$ cat src/rtl/dvp_pkg.sv
// Shared definitions for the DVP pattern transmitter: FSM state codes,
// pattern_sel encodings and the RGB565 colour-bar palette.
package dvp_pkg;

    // FSM state codes
    localparam logic [2:0] StIdle   = 3'd0;
    localparam logic [2:0] StVsync  = 3'd1;
    localparam logic [2:0] StVbp    = 3'd2;
    localparam logic [2:0] StActive = 3'd3;
    localparam logic [2:0] StVfp    = 3'd4;

    // pattern_sel encodings
    localparam logic [1:0] PatBars  = 2'd0;
    localparam logic [1:0] PatGrad  = 2'd1;
    localparam logic [1:0] PatSolid = 2'd2;
    localparam logic [1:0] PatCheck = 2'd3;

    // Colour-bar palette, left to right
    localparam logic [15:0] ColWhite   = 16'hFFFF;
    localparam logic [15:0] ColYellow  = 16'hFFE0;
    localparam logic [15:0] ColCyan    = 16'h07FF;
    localparam logic [15:0] ColGreen   = 16'h07E0;
    localparam logic [15:0] ColMagenta = 16'hF81F;
    localparam logic [15:0] ColRed     = 16'hF800;
    localparam logic [15:0] ColBlue    = 16'h001F;
    localparam logic [15:0] ColBlack   = 16'h0000;

    function automatic logic [15:0] bar_colour(input logic [2:0] idx);
        logic [15:0] col;
        unique case (idx)
            3'd0:    col = ColWhite;
            3'd1:    col = ColYellow;
            3'd2:    col = ColCyan;
            3'd3:    col = ColGreen;
            3'd4:    col = ColMagenta;
            3'd5:    col = ColRed;
            3'd6:    col = ColBlue;
            default: col = ColBlack;
        endcase
        return col;
    endfunction

endpackage

$ cat src/rtl/dvp_pattern_gen.sv
// Pixel generator: returns the RGB565 value of pixel (x, y) for the selected
// pattern. x/y and the advance strobes describe the pixel about to be shown,
// so the bar lookup uses the next-state bar index.
module dvp_pattern_gen
    import dvp_pkg::*;
#(
    parameter logic [12:0] BAR_W  = 13'd80,
    parameter int unsigned CHK_SH = 3
) (
    input  logic        clk,
    input  logic        rst_n,
    input  logic [12:0] x,
    input  logic [12:0] y,
    input  logic [1:0]  mode,
    input  logic [15:0] solid,
    input  logic        x_adv,
    input  logic        line_start,
    output logic [15:0] rgb
);

    logic [12:0] bar_cnt_q, bar_cnt_d;
    logic [2:0]  bar_idx_q, bar_idx_d;

    // Running sub-counter replaces x / BAR_W; bar index wraps mod 8 naturally
    always_comb begin
        bar_cnt_d = bar_cnt_q;
        bar_idx_d = bar_idx_q;
        if (line_start) begin
            bar_cnt_d = '0;
            bar_idx_d = '0;
        end else if (x_adv) begin
            if (bar_cnt_q >= BAR_W - 13'd1) begin
                bar_cnt_d = '0;
                bar_idx_d = bar_idx_q + 3'd1;
            end else begin
                bar_cnt_d = bar_cnt_q + 13'd1;
            end
        end
    end

    // Bar position state
    always_ff @(posedge clk or negedge rst_n) begin
        if (!rst_n) begin
            bar_cnt_q <= '0;
            bar_idx_q <= '0;
        end else begin
            bar_cnt_q <= bar_cnt_d;
            bar_idx_q <= bar_idx_d;
        end
    end

    // Pattern select
    always_comb begin
        rgb = '0;
        unique case (mode)
            PatBars:  rgb = bar_colour(bar_idx_d);
            PatGrad:  rgb = {x[4:0], x[5:0], x[4:0]};
            PatSolid: rgb = solid;
            default:  rgb = (x[CHK_SH] ^ y[CHK_SH]) ? 16'hFFFF : 16'h0000;
        endcase
    end

    logic unused_bits;
    assign unused_bits = ^{x, y};

endmodule

$ cat src/rtl/dvp_pattern_tx.sv
// DVP (OV5640-style RGB565, 8-bit) test-pattern source. cam_pclk = clk/2;
// stream outputs change only on the clk edge where cam_pclk falls ("tick").
// Optional: define DVP_TX_FRAME_ID_EN to put a 16-bit frame counter in
// pixel 0 of active line 0.
module dvp_pattern_tx
    import dvp_pkg::*;
#(
    parameter int unsigned VS_LINES  = 2,
    parameter int unsigned VBP_LINES = 4,
    parameter logic [12:0] BAR_W     = 13'd80,
    parameter int unsigned CHK_SH    = 3
) (
    input  logic        clk,
    input  logic        rst_n,
    input  logic        tx_en,
    input  logic [1:0]  pattern_sel,
    input  logic [15:0] solid_rgb,
    input  logic [12:0] cmos_h_pixel,
    input  logic [12:0] cmos_v_pixel,
    input  logic [12:0] total_h_pixel,
    input  logic [12:0] total_v_pixel,
    output logic        cam_pclk,
    output logic        cam_vsync,
    output logic        cam_href,
    output logic [7:0]  cam_data,
    output logic        frame_done,
    output logic        busy
);

    logic [2:0]  state_q, state_d;
    logic [12:0] x_q, x_d, y_q, y_d;
    logic        ph_q, ph_d;
    logic        pclk_q, pclk_d;
    logic        upd, load, x_adv, line_start, frame_end;
    logic [12:0] last_line;

    // Per-frame latched configuration
    logic [12:0] hl_q, vl_q, th_m1_q, vfp_q;
    logic [1:0]  mode_q;
    logic [15:0] solid_q;

    logic [12:0] hl_in, vl_in, th_m1_in, vfp_in;
    logic [14:0] vfp_sum, vfp_diff;

    logic        vsync_q, href_q, frame_done_q, busy_q;
    logic [7:0]  data_q;
    logic        href_d;
    logic [7:0]  data_d;
    logic [15:0] rgb, pix;

    // Clamp geometry at latch time: th-1 = max(total_h-1, hl), VFP floored at 0
    always_comb begin
        hl_in    = (cmos_h_pixel == '0) ? 13'd1 : cmos_h_pixel;
        vl_in    = (cmos_v_pixel == '0) ? 13'd1 : cmos_v_pixel;
        th_m1_in = (total_h_pixel > hl_in) ? total_h_pixel - 13'd1 : hl_in;
        vfp_sum  = 15'(VS_LINES + VBP_LINES) + {2'b00, vl_in};
        vfp_diff = {2'b00, total_v_pixel} - vfp_sum;
        vfp_in   = ({2'b00, total_v_pixel} > vfp_sum) ? vfp_diff[12:0] : 13'd0;
    end

    // Index of the last line of the current state
    always_comb begin
        last_line = '0;
        unique case (state_q)
            StVsync:  last_line = 13'(VS_LINES - 1);
            StVbp:    last_line = 13'(VBP_LINES - 1);
            StActive: last_line = vl_q - 13'd1;
            default:  last_line = vfp_q - 13'd1;
        endcase
    end

    // Timing FSM: byte phase, pixel and line counters advance once per tick
    always_comb begin
        state_d    = state_q;
        x_d        = x_q;
        y_d        = y_q;
        ph_d       = ph_q;
        pclk_d     = 1'b0;
        upd        = 1'b0;
        load       = 1'b0;
        x_adv      = 1'b0;
        line_start = 1'b0;
        frame_end  = 1'b0;
        if (state_q == StIdle) begin
            if (tx_en) begin
                state_d    = StVsync;
                x_d        = '0;
                y_d        = '0;
                ph_d       = 1'b0;
                upd        = 1'b1;
                load       = 1'b1;
                line_start = 1'b1;
            end
        end else begin
            pclk_d = ~pclk_q;
            if (pclk_q) begin
                upd = 1'b1;
                if (!ph_q) begin
                    ph_d = 1'b1;
                end else begin
                    ph_d = 1'b0;
                    if (x_q == th_m1_q) begin
                        x_d        = '0;
                        line_start = 1'b1;
                        if (y_q == last_line) begin
                            y_d = '0;
                            unique case (state_q)
                                StVsync:  state_d = StVbp;
                                StVbp:    state_d = StActive;
                                StActive: begin
                                    if (vfp_q == '0) frame_end = 1'b1;
                                    else state_d = StVfp;
                                end
                                default:  frame_end = 1'b1;
                            endcase
                            // Back-to-back frames relatch config on this edge
                            if (frame_end) begin
                                if (tx_en) begin
                                    state_d = StVsync;
                                    load    = 1'b1;
                                end else begin
                                    state_d = StIdle;
                                end
                            end
                        end else begin
                            y_d = y_q + 13'd1;
                        end
                    end else begin
                        x_d   = x_q + 13'd1;
                        x_adv = 1'b1;
                    end
                end
            end
        end
    end

    // Timing state
    always_ff @(posedge clk or negedge rst_n) begin
        if (!rst_n) begin
            state_q <= StIdle;
            x_q     <= '0;
            y_q     <= '0;
            ph_q    <= 1'b0;
            pclk_q  <= 1'b0;
        end else begin
            state_q <= state_d;
            x_q     <= x_d;
            y_q     <= y_d;
            ph_q    <= ph_d;
            pclk_q  <= pclk_d;
        end
    end

    // Frame configuration latch
    always_ff @(posedge clk or negedge rst_n) begin
        if (!rst_n) begin
            hl_q    <= 13'd1;
            vl_q    <= 13'd1;
            th_m1_q <= 13'd1;
            vfp_q   <= '0;
            mode_q  <= PatBars;
            solid_q <= '0;
        end else if (load) begin
            hl_q    <= hl_in;
            vl_q    <= vl_in;
            th_m1_q <= th_m1_in;
            vfp_q   <= vfp_in;
            mode_q  <= pattern_sel;
            solid_q <= solid_rgb;
        end
    end

    dvp_pattern_gen #(
        .BAR_W  (BAR_W),
        .CHK_SH (CHK_SH)
    ) u_gen (
        .clk        (clk),
        .rst_n      (rst_n),
        .x          (x_d),
        .y          (y_d),
        .mode       (mode_q),
        .solid      (solid_q),
        .x_adv      (x_adv),
        .line_start (line_start),
        .rgb        (rgb)
    );

`ifdef DVP_TX_FRAME_ID_EN
    logic [15:0] frame_id_q;

    // Frame counter, advanced once per completed frame
    always_ff @(posedge clk or negedge rst_n) begin
        if (!rst_n)         frame_id_q <= '0;
        else if (frame_end) frame_id_q <= frame_id_q + 16'd1;
    end

    assign pix = (state_d == StActive && x_d == '0 && y_d == '0) ? frame_id_q : rgb;
`else
    assign pix = rgb;
`endif

    // Byte mux: high byte on phase 0, low byte on phase 1, zero outside href
    always_comb begin
        href_d = (state_d == StActive) && (x_d < hl_q);
        data_d = '0;
        if (href_d) data_d = ph_d ? pix[7:0] : pix[15:8];
    end

    // Registered stream outputs, loaded only on ticks
    always_ff @(posedge clk or negedge rst_n) begin
        if (!rst_n) begin
            vsync_q      <= 1'b0;
            href_q       <= 1'b0;
            data_q       <= '0;
            frame_done_q <= 1'b0;
            busy_q       <= 1'b0;
        end else begin
            frame_done_q <= frame_end;
            busy_q       <= (state_d != StIdle);
            if (upd) begin
                vsync_q <= (state_d == StVsync);
                href_q  <= href_d;
                data_q  <= data_d;
            end
        end
    end

    assign cam_pclk   = pclk_q;
    assign cam_vsync  = vsync_q;
    assign cam_href   = href_q;
    assign cam_data   = data_q;
    assign frame_done = frame_done_q;
    assign busy       = busy_q;

endmodule

$ cat config.mk
export PLATFORM = sky130hd
export DESIGN_NAME = dvp_pattern_tx
export DESIGN_NICKNAME = d
export VERILOG_FILES = /design/src/rtl/dvp_pkg.sv /design/src/rtl/dvp_pattern_gen.sv /design/src/rtl/dvp_pattern_tx.sv
export SDC_FILE = /design/constraint.sdc
export NUM_CORES = 1
export LEC_CHECK = 0
export CAP_MARGIN = 20
export CORE_MARGIN = 10
export CORE_UTILIZATION = 53
export DETAILED_ROUTE_END_ITERATION = 8
export HOLD_SLACK_MARGIN = 0.05
export PLACE_DENSITY = 0.79
export SKIP_CTS_REPAIR_TIMING = 1
export SKIP_LAST_GASP = 1
export SLEW_MARGIN = 20
export SYNTH_ARGS = -nofsm -noshare
export SYNTH_HDL_FRONTEND = slang
export SYNTH_SLANG_ARGS = --single-unit
$ cat constraint.sdc
create_clock -name clk -period 4.2 [get_ports clk]
set_input_delay 0.42 -clock clk [delete_from_list [all_inputs] [get_ports clk]]
set_output_delay 0.42 -clock clk [all_outputs]
set_load 0.01 [all_outputs]
==> results of run 1 <==
[path summary, 6_finish.rpt]
path                       slack [ns]                     end
min reg2reg                      0.48    cam_href$_DFFE_PN0P_
min in group clk                 0.48    cam_href$_DFFE_PN0P_
max                              0.33  th_m1_q[5]$_DFFE_PN0P_
max reg2reg                      0.33  th_m1_q[5]$_DFFE_PN0P_
min                              0.15      y_q[7]$_DFFE_PN0P_
max in group asynchronous        3.09     vl_q[0]$_DFFE_PN1P_
[metrics by stage]
step,util,hold WS (ns)
2_1_floorplan,-,0.1244
3_3_place_gp,0.6073,0.4594
3_5_place_dp,0.6073,0.4707
4_1_cts,0.6440,0.1846
5_1_grt,0.6472,0.2208
6_report,0.6472,0.1510
[final cells by class]
cell class,instances,share of cell area
well taps,220,0.02592
flip-flops and latches,129,0.3043
inverters,43,0.01520
clock buffers,19,0.04265
multi-input cells,731,0.4939
clock inverters,13,0.01402
repair buffers,114,0.1039
[where the power goes]
part	internal (W)	switching, W
Clock	0.000914	0.000573
Sequential	0.00156	0.000337
Combinational	0.000806	0.000936
Total	0.00328	0.00185
[Yosys cell counts, types with 16 or more instances]
library cell    n  area, um^2
a21oi_1        26       130.1
and3_1         18       112.6
clkbuf_1       25       93.84
dfrtp_1       126        3153
ha_1           45       563.0
inv_1          43       161.4
mux2_1         57       641.9
mux2i_1        39       390.4
nand2_1        77       289.0
nand3_1        29       145.1
nand4_1        19       118.9
nor2_1         67       251.5
nor3_1         16       80.08
o21ai_0        60       300.3
xnor2_1        38       332.8
xor2_1         33       289.0
[routing by layer]
| layer | vias up | GRT usage | wire (um) |
|---|---|---|---|
| met5 | - | 0 | 0 |
| met4 | 0 | 0.06869 | 345 |
| met3 | 27 | 0.03246 | 916 |
| met2 | 187 | 0.2998 | 9955 |
| met1 | 3597 | 0.2618 | 10350 |
| li1 | 3613 | - | - |
[cells by family (layout without fill, tap and decap cells)]
kind of cell | after synthesis | after routing | share of synthesized area
AND/OR/NAND/NOR | 314 | 314 | 0.1825
AO/OA/AOI/OAI | 196 | 196 | 0.1457
flip-flops | 129 | 129 | 0.3671
multiplexers | 103 | 103 | 0.1262
XOR/XNOR | 71 | 71 | 0.07063
adder cells (fa/ha/maj) | 47 | 47 | 0.06736
buffers and inverters | 81 | 189 | 0.04064
[sequential cells by signal, indices dropped and copies added, names as in the netlist, 2 cells and up]
register and flops:
vfp_q 13, mode_q 2, x_q 13, state_q 3, u_gen.bar_idx_q 3, vl_q 13, u_gen.bar_cnt_q 13, hl_q 13
solid_q 16, y_q 13, th_m1_q 13, cam_data 8
[placed cells by master, fill, tap and decap left out, types with 17 or more instances in the layout]
master / count
dfrtp_1: 126
clkdlybuf4s50_1: 84
nand2_1: 77
nor2_1: 67
o21ai_0: 60
mux2_1: 57
ha_1: 45
inv_1: 43
mux2i_1: 39
xnor2_1: 38
xor2_1: 33
nand3_1: 29
buf_4: 27
a21oi_1: 25
nand4_1: 19
and3_1: 18
clkbuf_16: 17
==> results_dict.tcl, run 1 <==
set metrics [dict create \
    reg2reg_from "vfp_q[0]$_DFFE_PN0P_" \
    clk_latency_ns 0.42 \
    fin_area_mm2 0.01062 \
    instances_no_fill 1269 \
    cp_cell_sequence "or4_4 > or4b_1 > and2_1 > o211ai_1 > mux2_2 > nor4_2 > nand4b_1 > nor2_1 > o21a_4 > buf_12 > mux2_1" \
    netlist_instances 941 \
    slew_headroom 0.3679 \
    reg2reg_depth 11 \
    synth-async-reset-ratio 1.000 \
    dieHeight_um 148.9 \
    syn-num-nets 1060 \
    layout-drive-gt1-share 0.08484 \
    antenna_found_initial 0 \
    power_density_mw_per_mm2 483.1 \
    hold_class "input port to async pin" \
    routed_wl_mm 21.57 \
    ir_drop_v 0.0003387 \
    placedCellCount 1233 \
    crit_arrival_ns 4.18 \
    synth_edf_count 0 \
    cpLargestDelayFamily "simple AND/OR/NAND/NOR gates" \
    remaining_drc_errors 0 \
    grt_max_degree 75 \
    critPathLaunch "vfp_q[0]$_DFFE_PN0P_" \
    netlist_area_mm2 0.008805 \
    yosys_warnings 0 \
    layout_setup_ws_ns 0.3256 \
    dp_hpwl_mm 16.52 \
    critPathSlowestCell "or4b_1" \
    die_w_um 148.9 \
    total_power_w 0.005130 \
    vias 7424 \
    area.growth.synth_to_final_pct 20.60 \
    placementRows 47 \
    diodes 0 \
    drt-wirelength-per-cell_um 16.99 \
    fmax_mhz 258.1 \
    end_kind "flop" \
    yosysSeqAreaShare 0.3671 \
    clk_path_buf_depth 2 \
    post-route-period-util 0.9225 \
    path_max_fanout 27 \
    drv_cap 0 \
    port_buffers 85 \
    drt-initial-drc-count 553 \
    finalClockSkew_ns 0.01150 \
    grt_pass1_vias 7238 \
    setup_violations 0 \
    critical_path_class "flop to flop" \
    p_leak_nw 4.694 \
    rsz0062_at_grt "false" \
    cts_tree "done" \
    tns_ns 0 \
    cts_made_buffers 17 \
    grt_overflow_total 0 \
    place_ws_ns 0.05143 \
    grt_usage 0.1918 \
    clock_sinks 129 \
    final.fill_count 1365 \
    startpoint_type "flop" \
    path_buf_inv 1 \
    h-tree-depth 4 \
    die-area_mm2 0.02217 \
    clk_root_buffer_cell "clkbuf_16" \
    required_ns 4.50 \
    final_antenna_net_count 0 \
    placed_area_mm2 0.009965 \
    core-area_mm2 0.01641 \
    multi_input_area_mm2 0.005245 \
    register_area_mm2 0.003232 \
    fin_crit_ns 3.874 \
    status "finished clean" \
    clkTransAtPathRegs_ns 0.06 \
    worst_slew_pin_slew_ns 0.9481 \
    crit_cells 11 \
    dr.pass1.iters 5 \
    synth_ff_type "dfrtp_1" \
    synth-seq-cells 129 \
    grt_first_pass_wirelength_mm 35.51 \
    vias_per_cell 5.850 \
    syn_avg_cell_area_um2 9.357 \
    slew_violations 0 \
    cp_slowest_stage_delay_ns 0.61 \
    synth.distinct_cells 68 \
    io_pins 86 \
    initial_utilization 0.5366 \
    final_nets 1155 \
    hold_violations 0 \
    place_congestion 0.8907 \
]
No activity file was read; power rests on OpenSTA's default activity.
==> run 2, diff against run 1 <==
--- a/config.mk
+++ b/config.mk
@@ -6,6 +6,7 @@
 export NUM_CORES = 1
 export LEC_CHECK = 0
 export CAP_MARGIN = 20
+export CORE_ASPECT_RATIO = 1.75
 export CORE_MARGIN = 10
 export CORE_UTILIZATION = 53
 export DETAILED_ROUTE_END_ITERATION = 8
==> run 2 against run 1 <==
Combinational power barely moved. Clock skew about the same. Wire length rose by 12%. Hold slack worse by 0.11 ns. Largest power group unchanged.
==> results_dict.tcl, run 2 (synthesis results as in run 1) <==
set metrics [dict create \
    post-route-util 0.6552 \
    swShare 0.3610 \
    hold_class "input port to async pin" \
    power_density_mw_per_mm2 486.5 \
    grt_usage 0.2167 \
    die-area_mm2 0.02237 \
    top_register "solid_q" \
    status "finished clean" \
    vias_per_cell 5.998 \
    clk_root_buffer_cell "clkbuf_16" \
    slew_headroom 0.4559 \
    total_power_w 0.005217 \
    clkPwrFrac 0.296 \
    share_seq_of_total_power 0.364 \
    drt-wirelength-per-cell_um 18.83 \
    placementRows 62 \
    dieHeight_um 190.5 \
    crit_arrival_ns 4.29 \
    grt_max_degree 85 \
    dp_hpwl_mm 18.42 \
    mostFrequentLayoutCells "126 x dfrtp_1, 84 x clkdlybuf4s50_1, 77 x nand2_1" \
    p_sw_w 0.001883 \
    ir_drop_v 0.0003067 \
    port_buffers 85 \
    place_congestion 0.8733 \
    mostFrequentLayoutCell "dfrtp_1" \
    cts_made_buffers 17 \
    path_max_fanout 20 \
    grt_first_pass_wirelength_mm 40.10 \
    grt_pass1_vias 8022 \
    worst_slew_pin_slew_ns 0.8161 \
    fin_crit_ns 3.982 \
    remaining_drc_errors 0 \
    routed_wl_mm 24.14 \
    post-route-period-util 0.9481 \
    clk_latency_ns 0.42 \
    clock_sinks 129 \
    die_w_um 117.4 \
    final_nets 1164 \
    diodes 0 \
    slew_violations 0 \
    largest_register_ff_count 16 \
    p_int_w 0.003333 \
    clk_path_buf_depth 2 \
    dr.pass1.iters 6 \
    io_pins 86 \
    clkTransAtPathRegs_ns 0.06 \
    combPwrFrac 0.340 \
    grt_overflow_total 0 \
    area.growth.synth_to_final_pct 21.80 \
    h-tree-depth 4 \
    finalClockSkew_ns 0.01138 \
    p_leak_nw 4.748 \
    drt-initial-drc-count 436 \
    hold_violations 0 \
    required_ns 4.50 \
    antenna_found_initial 0 \
    fmax_mhz 251.1 \
    startpoint_type "flop" \
    critical_path_class "flop to flop" \
    drv_cap 0 \
    setup_violations 0 \
    initial_utilization 0.5379 \
    layout-drive-gt1-share 0.09074 \
    final_antenna_net_count 0 \
    cts_tree "done" \
    vias 7689 \
    core-area_mm2 0.01637 \
    end_kind "flop" \
]
[run 2: cell type report]
class	instances	area (um^2)
well taps	224	280.3
flip-flops and latches	129	3232
inverters	43	161.4
fillers	1292	5644
repair buffers	123	1187
clock inverters	13	173.9
multi-input cells	731	5246
clock buffers	19	442.9
[run 2: through the flow]
step / hold slack, ns / TNS, ns / instances / instance area (um^2) / worst slack (ns)
global placement: 0.4605 / 0 / 1246 / 10050 / 0.09666
detailed placement: 0.4648 / 0 / 1246 / 10050 / 0.03751
finish: 0.03901 / 0 / 1282 / 10720 / 0.2180
global route: 0.1123 / -0.3323 / 1282 / 10720 / -0.05502
CTS: 0.2395 / -0.8872 / 1278 / 10670 / -0.1168
floorplan: 0.1244 / 0 / 941 / 8805 / 0.2082
[run 2: critical path, stage by stage, from the launching register on]
cell and delay [ns]:
dfrtp_1 0.44, xor2_1 0.20, nor4_1 0.32, nand3_1 0.24, o31ai_1 0.24, buf_4 0.26
o21ai_0 0.11, nand2_1 0.08, o21ai_0 0.16, ha_1 0.35, nand4_1 0.10, buf_4 0.18
a2111oi_2 0.32, o21ai_0 0.26, o211a_1 0.20, o21a_4 0.16, a32o_1 0.24
[run 2: power by group through the flow]
stage | logic (W) | clock network (W) | registers, W
3_3_place_gp | 0.00167 | 0 | 0.00189
4_1_cts | 0.00175 | 0.00156 | 0.00189
3_5_place_dp | 0.00172 | 0 | 0.00190
6_report | 0.00177 | 0.00154 | 0.00190
5_1_grt | 0.00197 | 0.00161 | 0.00194
2_1_floorplan | 0.00124 | 0 | 0.00178
[run 2: worst paths after layout]
| check | slack (ns) | cells past startpoint | end | startpoint |
|---|---|---|---|---|
| setup / recovery | 0.22 | 16 | cam_data[6]$_DFFE_PN0P_ | x_q[0]$_DFF_PN0_ |
| hold / removal | 0.04 | 1 | vl_q[9]$_DFFE_PN0P_ | rst_n |
| setup reg to reg | 0.22 | 16 | cam_data[6]$_DFFE_PN0P_ | x_q[0]$_DFF_PN0_ |
| hold reg to reg | 0.47 | 1 | cam_href$_DFFE_PN0P_ | cam_href$_DFFE_PN0P_ |
| max in group asynchronous | 3.39 | 2 | vl_q[0]$_DFFE_PN1P_ | rst_n |
| min in group clk | 0.47 | 1 | cam_href$_DFFE_PN0P_ | cam_href$_DFFE_PN0P_ |
[run 2: metal layers]
layer | track usage | part of all wire | vias to the layer above
met5 | 0 | 0 | -
met4 | 0.1310 | 0.054 | 0
met3 | 0.03113 | 0.032 | 81
met2 | 0.4116 | 0.55 | 228
met1 | 0.2174 | 0.36 | 3756
li1 | - | - | 3624
==> run 3, diff against run 2 <==
--- a/config.mk
+++ b/config.mk
@@ -12,9 +12,11 @@
 export DETAILED_ROUTE_END_ITERATION = 8
 export HOLD_SLACK_MARGIN = 0.05
 export PLACE_DENSITY = 0.79
+export SETUP_SLACK_MARGIN = 0.05
 export SKIP_CTS_REPAIR_TIMING = 1
 export SKIP_LAST_GASP = 1
 export SLEW_MARGIN = 20
 export SYNTH_ARGS = -nofsm -noshare
 export SYNTH_HDL_FRONTEND = slang
 export SYNTH_SLANG_ARGS = --single-unit
+export TNS_END_PERCENT = 20
==> run 3 against run 2 <==
Utilization rose by 0.069 points. Critical endpoint unchanged. Count of clock-buffer cells in the layout stayed put. Sequential power about the same. Die area unchanged. Clock skew about the same.
==> results_dict.tcl, run 3 (synthesis results as in run 1) <==
set metrics [dict create \
    vias 7714 \
    finalClockSkew_ns 0.01161 \
    setup_violations 0 \
    clkTransAtPathRegs_ns 0.06 \
    grt_use_met1 0.2174 \
    grt_busiest_layer "met2" \
    placementRows 62 \
    grt_overflow_total 0 \
    core-area_mm2 0.01637 \
    path_max_fanout 9 \
    remaining_drc_errors 0 \
    dp_hpwl_mm 18.42 \
    area.growth.synth_to_final_pct 21.93 \
    hold_class "input port to async pin" \
    fin_crit_ns 3.945 \
    cts_made_buffers 17 \
    dr.pass1.iters 5 \
    clk_path_buf_depth 2 \
    mostFrequentLayoutCells "126 x dfrtp_1, 84 x clkdlybuf4s50_1, 77 x nand2_1" \
    initial_utilization 0.5379 \
    status "finished clean" \
    layout-drive-gt1-share 0.09263 \
    final_nets 1164 \
    cts_tree "done" \
    io_pins 86 \
    port_buffers 85 \
    diodes 0 \
    drt-wirelength-per-cell_um 18.78 \
    worst_slew_pin_slew_ns 0.7965 \
    drt-initial-drc-count 442 \
    p_leak_nw 4.751 \
    slew_headroom 0.4690 \
    rsz0062_at_grt "false" \
    grt_max_degree 85 \
    post-route-period-util 0.9392 \
    grt_pass1_vias 8022 \
    ir_drop_v 0.0003060 \
    critPathLaunch "x_q[0]$_DFF_PN0_" \
    clock_sinks 129 \
    vias_per_cell 6.017 \
    end_kind "flop" \
    fmax_mhz 253.5 \
    die_w_um 117.4 \
    post-route-util 0.6559 \
    hold_violations 0 \
    critical_path_class "flop to flop" \
    h-tree-depth 4 \
    grtUsageMet3 0.03113 \
    routed_wl_mm 24.07 \
    antenna_found_initial 0 \
    required_ns 4.55 \
    use_met2 0.4116 \
    slew_violations 0 \
    crit_arrival_ns 4.30 \
    dieHeight_um 190.5 \
    clk_latency_ns 0.42 \
    largest_register_ff_count 16 \
    total_power_w 0.005219 \
    drv_cap 0 \
    grt_usage 0.2167 \
    final_antenna_net_count 0 \
    startpoint_type "flop" \
    reg2reg_from "x_q[0]$_DFF_PN0_" \
    mostFrequentLayoutCell "dfrtp_1" \
    grt_first_pass_wirelength_mm 40.10 \
    place_congestion 0.8733 \
    clk_root_buffer_cell "clkbuf_16" \
    die-area_mm2 0.02237 \
    top_register "solid_q" \
    power_density_mw_per_mm2 486.2 \
]
run 3: area by class of cell:
class,count,area [um^2]
clock buffers,19,442.9
clock inverters,13,173.9
fillers,1288,5633
inverters,43,161.4
multi-input cells,731,5258
flip-flops and latches,129,3232
well taps,224,280.3
repair buffers,123,1187
run 3: final timing paths:
| check | slack, ns | depth (start not counted) | endpoint |
|---|---|---|---|
| hold / removal | 0.05 | 1 | y_q[10]$_DFFE_PN0P_ |
| hold reg to reg | 0.47 | 1 | cam_href$_DFFE_PN0P_ |
| max in group asynchronous | 3.38 | 2 | vl_q[0]$_DFFE_PN1P_ |
| setup / recovery | 0.26 | 17 | cam_data[6]$_DFFE_PN0P_ |
| min in group clk | 0.47 | 1 | cam_href$_DFFE_PN0P_ |
| setup reg to reg | 0.26 | 17 | cam_data[6]$_DFFE_PN0P_ |
run 3: routing by layer:
| metal | wire [um] | vias up |
|---|---|---|
| li1 | - | 3627 |
| met1 | 8633 | 3740 |
| met2 | 13290 | 255 |
| met3 | 822 | 92 |
| met4 | 1326 | 0 |
| met5 | 0 | - |
run 3: worst max-delay path, stage by stage, from the launching register on:
cell	delay [ns]
dfrtp_1	0.44
ha_1	0.22
and2_1	0.18
and3_1	0.22
and3_1	0.21
and3_1	0.22
and3_1	0.23
o21ai_0	0.16
nand2_1	0.06
o21ai_0	0.14
ha_1	0.33
a21o_1	0.18
a21o_1	0.16
a2111oi_0	0.39
buf_4	0.19
o211a_1	0.16
o21a_4	0.19
a32o_1	0.18
run 3: stage by stage:
step	setup WS (ns)	hold slack, ns	instances	setup TNS (ns)	area (um^2)
floorplan	0.2082	0.1244	941	0	8805
detailed placement	0.03751	0.4648	1246	0	10050
finish	0.2552	0.04533	1282	0	10740
global route	0.03188	0.1123	1282	0	10740
CTS	-0.1168	0.2395	1278	-0.8872	10670
global placement	0.09666	0.4605	1246	0	10050
run 3: report_power, final:
part	switching [W]	internal (W)
combinational	0.000965	0.000812
sequential	0.000338	0.00156
clock	0.000579	0.000961
total	0.00188	0.00334
